`config.mk`:
```
export PLATFORM = sky130hd
export DESIGN_NAME = fetcher
export DESIGN_NICKNAME = d
export VERILOG_FILES = /design/src/rtl/fetch_pkg.sv /design/src/rtl/fetch_fifo.sv /design/src/rtl/fetcher.sv
export SDC_FILE = /design/constraint.sdc
export NUM_CORES = 1
export LEC_CHECK = 0
export ABC_CLOCK_PERIOD_IN_PS = 15300
export BUFFER_PORTS_ARGS = -buffer_cell sky130_fd_sc_hd__buf_2
export CAP_MARGIN = 0
export CORE_MARGIN = 5
export CORE_UTILIZATION = 50
export CTS_CLUSTER_SIZE = 10
export DETAILED_ROUTE_END_ITERATION = 10
export PLACE_DENSITY = 0.71
export SLEW_MARGIN = 20
export SYNTH_ARGS = -nofsm -noshare
export SYNTH_HDL_FRONTEND = slang
export SYNTH_SLANG_ARGS = --single-unit
```
`constraint.sdc`:
```
create_clock -name CLK -period 15.3 [get_ports CLK]
set_input_delay 4.59 -clock CLK [delete_from_list [all_inputs] [get_ports CLK]]
set_output_delay 4.59 -clock CLK [all_outputs]
set_load 0.01 [all_outputs]
```
`src/rtl/fetch_pkg.sv`:
```
// Shared types for the instruction-fetch stage.
// Entries carry the word-indexed PC alongside the fetched instruction.
package fetch_pkg;

    typedef enum logic {
        BOOT = 1'b0,
        RUN  = 1'b1
    } fetch_state_t;

    typedef struct packed {
        logic [31:0] pc;
        logic [31:0] instr;
    } fetch_entry_t;

    // Advance a word-indexed PC by one slot when a read is issued.
    function automatic logic [31:0] pc_advance(
        input logic [31:0] base,
        input logic        step
    );
        return base + {31'd0, step};
    endfunction

endpackage

```
`src/rtl/fetch_fifo.sv`:
```
// Small skid FIFO between the instruction memory and the decoder.
// A clear wins over a simultaneous push or pop.
module fetch_fifo
    import fetch_pkg::*;
#(
    parameter int DEPTH = 2
) (
    input  logic                     CLK,
    input  logic                     RSTN,
    input  logic                     push,
    input  fetch_entry_t             push_data,
    input  logic                     pop,
    input  logic                     clear,
    output logic [$clog2(DEPTH):0]   count,
    output fetch_entry_t             head
);

    localparam int AW = $clog2(DEPTH);
    localparam int CW = AW + 1;

    fetch_entry_t   mem [DEPTH];
    logic [AW-1:0]  rd_ptr;
    logic [AW-1:0]  wr_ptr;
    logic           do_pop;

    assign do_pop = pop && (count != '0);
    assign head   = mem[rd_ptr];

    // Pointer, occupancy and storage update; clear empties the buffer.
    always_ff @(posedge CLK) begin
        if (RSTN) begin
            rd_ptr <= '0;
            wr_ptr <= '0;
            count  <= '0;
        end else if (clear) begin
            rd_ptr <= '0;
            wr_ptr <= '0;
            count  <= '0;
        end else begin
            if (push) begin
                mem[wr_ptr] <= push_data;
                wr_ptr      <= wr_ptr + AW'(1);
            end
            if (do_pop) begin
                rd_ptr <= rd_ptr + AW'(1);
            end
            count <= count + CW'(push) - CW'(do_pop);
        end
    end

    no_push_when_full_a: assert property (
        @(posedge CLK) disable iff (RSTN)
        (push && !clear) |-> ((count < CW'(DEPTH)) || do_pop)
    );

endmodule

```
`src/rtl/fetcher.sv`:
```
// Instruction-fetch stage: PC generation, redirect handling and
// epoch-tagged capture of synchronous instruction-memory reads.
module fetcher
    import fetch_pkg::*;
#(
    parameter int          IMEM_ADDR_W = 10,
    parameter logic [31:0] RESET_PC    = 32'd0,
    parameter int          FIFO_DEPTH  = 2
) (
    input  logic                   CLK,
    input  logic                   RSTN,
    input  logic                   FETCH_ENABLED,
    input  logic                   JUMP_VALID,
    input  logic [31:0]            JUMP_DEST,
    output logic                   IMEM_EN,
    output logic [IMEM_ADDR_W-1:0] IMEM_ADDR,
    input  logic [31:0]            IMEM_DATA,
    output logic                   INSTR_VALID,
    input  logic                   INSTR_READY,
    output logic [31:0]            INSTR,
    output logic [31:0]            INSTR_PC
);

    localparam int CW = $clog2(FIFO_DEPTH) + 1;
    localparam int OW = CW + 1;

    fetch_state_t  state;
    logic [31:0]   pc;
    logic          epoch;
    logic          inflight;
    logic          inflight_epoch;
    logic [31:0]   inflight_pc;

    logic [CW-1:0] count;
    fetch_entry_t  head;
    fetch_entry_t  push_data;
    logic          push;
    logic          pop;
    logic          issue;
    logic          has_space;
    logic [OW-1:0] occupancy;
    logic [31:0]   issue_pc;

    assign INSTR_VALID = (count != '0);
    assign pop         = INSTR_VALID && INSTR_READY;

    // Slots already spoken for once this cycle's pop and arrival settle.
    assign occupancy = {1'b0, count}
                     + OW'(inflight)
                     - OW'(pop);
    assign has_space = occupancy < OW'(FIFO_DEPTH);

    // A redirect re-targets the read in the same cycle; the flush
    // guarantees room, so the space check is skipped.
    assign issue_pc = JUMP_VALID ? JUMP_DEST : pc;
    assign issue    = !RSTN
                   && (state == RUN)
                   && FETCH_ENABLED
                   && (JUMP_VALID || has_space);

    assign IMEM_EN   = issue;
    assign IMEM_ADDR = issue_pc[IMEM_ADDR_W-1:0];

    // Only responses from the current epoch belong on the right path.
    assign push            = inflight && (inflight_epoch == epoch);
    assign push_data.pc    = inflight_pc;
    assign push_data.instr = IMEM_DATA;

    assign INSTR    = INSTR_VALID ? head.instr : 32'd0;
    assign INSTR_PC = INSTR_VALID ? head.pc    : 32'd0;

    fetch_fifo #(
        .DEPTH (FIFO_DEPTH)
    ) u_fifo (
        .CLK       (CLK),
        .RSTN      (RSTN),
        .push      (push),
        .push_data (push_data),
        .pop       (pop),
        .clear     (JUMP_VALID),
        .count     (count),
        .head      (head)
    );

    // Boot sequencing, PC/epoch tracking and in-flight read tagging.
    always_ff @(posedge CLK) begin
        if (RSTN) begin
            state          <= BOOT;
            pc             <= RESET_PC;
            epoch          <= 1'b0;
            inflight       <= 1'b0;
            inflight_epoch <= 1'b0;
            inflight_pc    <= 32'd0;
        end else begin
            unique case (state)
                BOOT: state <= RUN;
                RUN:  state <= RUN;
            endcase
            if (JUMP_VALID) begin
                epoch <= ~epoch;
            end
            pc       <= pc_advance(issue_pc, issue);
            inflight <= issue;
            if (issue) begin
                inflight_pc    <= issue_pc;
                inflight_epoch <= JUMP_VALID ? ~epoch : epoch;
            end
        end
    end

endmodule

```
==> impl_metrics.ini <==
[sta]
fmax_ghz = 0.0915
slew_headroom_pct = 42.9
fin_skew_ns = 0.00801
hold_slack_ns = 0.459
final.setup.tns_ns = 0
fin_crit_ns = 10.92
max_slew.worst_pin.slew_ns = 0.857
hold_viol = 0
rsz0062_at_grt = false
period_share_pct = 71.4
layout_setup_ws_ns = 4.38
slew_violations = 0
setup_viol_count_final = 0

[drt]
wl_um = 18100
via_per_inst = 5.36
drt_iter0_drc = 489
avgRoutedWirePerCell_um = 17.1
drc = 0
dr.pass1.iters = 5
ant_nets = 0
vias = 5683

[cts]
ctsResizeCount = 0
clk_pin_slew_ns = 0.05
clock_path_buffers = 3
cts_setup_buffers = 0
clkSinkCount = 201
clkLatencyLatePin_ns = 0.49
cts.htree.levels = 1
cts_hold_buf = 0
numCtsBuffers = 24
cts_tree = built
cts-root-buf = clkbuf_16

[worst_hold_path]
min_path_type = flop to flop

[global_routing]
grt_max_degree = 73
grtUsageTotal_pct = 17.8
antenna_found_initial = 0
grt_pass1_wl_um = 29300
grt_overflow = 0
grt_pass1_vias = 5719

[power]
p_leak_nw = 3.85
ir_drop_uv = 62.2
finalPower_mw = 1.18
powerDensity_nw_per_um2 = 116

[floorplanning]
boundaryPins = 145
rows = 48
die_h_um = 142
die_w_um = 142
dieArea_um2 = 20100
initial_core_util_pct = 50.6
core_area_um2 = 17200

[placement]
io_buffers = 144
place_hpwl_um = 12100
gp_congestion = 0.903
dpl_worst_slack_ns = 4.38

[finish]
antenna_cells = 0
fillers = 1466
area_growth_syn_to_layout_pct = 17.0
nNetsFinal = 894
layout-drive-gt1-share_pct = 25.1
multiInputGateArea_um2 = 3060
fin_util_pct = 59.2
regArea_um2 = 5310

[logic_synthesis]
synth_area_um2 = 8690
synth_top_area_share_pct = 44.2
syn_inst = 695
syn_avg_cell_area_um2 = 12.5
synth_cell_types = 59
synth_commonest_cells = edfxtp_1 (128), nor2_1 (121), mux2i_1 (96)
synth_top_cells_by_area = edfxtp_1 (44%), dfxtp_1 (17%), mux2i_1 (11%)
yosys_warnings = 0
yosysMostFrequentCell = edfxtp_1
synth_seq_area_share_pct = 61.0
synth_nets = 770
synth_edf_count = 128
synth_largest_area_cell = edfxtp_1
ys.flop_type = edfxtp_1
ys_ff_latch = 201
async_flop_share_pct = 0

[setup_path]
path_delay_family = adder cells
crit_chain = buf_2 > nor2b_1 > ha_1 > nor2b_1 > fa_1 > nor2_1 > o2111a_2 > buf_2
worst_setup_path_end_kind = output pin
critical-path-max-stage-delay_ns = 0.43
critical_path_buf_inv_count = 2
critPathLaunchType = input pin
slowest_stage = fa_1
crit_fanout = 2
critical_path_arrival_ns = 6.33
criticalPathCategory = input pin to output pin
cp.required_ns = 10.71

[run_status]
status = complete, no violations

[job]
maxCapViolCount = 0
registers in the layout (all words and copies together), names as in the netlist, named ones only:
register        count
u_fifo.mem        128
inflight_pc        32
state               1
pc                 32
u_fifo.rd_ptr       1
epoch               1
inflight            1
inflight_epoch      1
u_fifo.count        2
u_fifo.wr_ptr       1
worst reg2reg max path, delay by kind of cell, from the launching register on:
family	cells	cell delay (ns)
adder cells (fa/ha/maj)	4	1.39
buffers and inverters	2	1.03
AND/OR/NAND/NOR	6	1.31
flip-flops	1	0.35
AO/OA/AOI/OAI	2	0.73
cell usage in the layout, fill, tap and decap left out, drive strengths merged, types with 4 or more instances in the layout:
master    n
nor2b     7
a21oi     8
nand3    24
a211oi   26
inv      10
clkbuf   40
ha        5
edfxtp  128
buf     151
a22oi     8
xnor2    16
nand2    23
nor2    122
nand4    12
mux2i    96
nor3     11
o21ai     7
o31ai     4
dfxtp    73
nand3b   14
mux2     10
path summary, 6_finish.rpt:
path,start,endpoint,slack (ns),depth (start not counted)
worst max-delay path,INSTR_READY,IMEM_EN,4.38,8
worst min-delay path,inflight_pc[13],u_fifo.mem[0][45],0.46,0
worst max register to register,u_fifo.count[1],pc[22],10.37,14
worst min register to register,inflight_pc[13],u_fifo.mem[0][45],0.46,0
per-layer routing:
layer | share of wire (%) | vias up | track usage [%] | wire [um]
li1 | - | 2787 | - | -
met1 | 47 | 2681 | 25.9 | 8570
met2 | 45 | 198 | 28.2 | 8200
met3 | 6.4 | 17 | 3.03 | 1160
met4 | 1.2 | 0 | 3.84 | 211
met5 | 0 | - | 0 | 0
area by class of cell:
class                   instances  area share (%)
flip-flops and latches        201            52.2
well taps                     225            2.77
clock buffers                  40            6.70
multi-input cells             431            30.0
repair buffers                151            7.80
inverters                      10           0.369
clock inverters                 3           0.135
kinds of logic after synthesis:
kind of cell	Yosys count	synth area share [%]
AO/OA/AOI/OAI	72	6.61
XOR/XNOR	18	1.81
buffers and inverters	63	4.07
flip-flops	201	61.0
adder cells (fa/ha/maj)	6	0.950
multiplexers	106	12.4
AND/OR/NAND/NOR	229	13.1
metrics by stage:
step           cell area [um^2]  cells
5_1_grt                   10200   1061
2_1_floorplan              8690    695
4_1_cts                   10100   1060
6_report                  10200   1061
3_5_place_dp               9450   1017
3_3_place_gp               9450   1017
report_power, final:
group / switching [mW] / total, mW / internal [mW] / leakage (nW)
combinational: 0.0466 / 0.0794 / 0.0327 / 1.81
clock: 0.199 / 0.500 / 0.301 / 0.335
sequential: 0.00921 / 0.598 / 0.589 / 1.71
total: 0.255 / 1.18 / 0.923 / 3.85
Note: power is estimated with default switching activity, not from simulation.
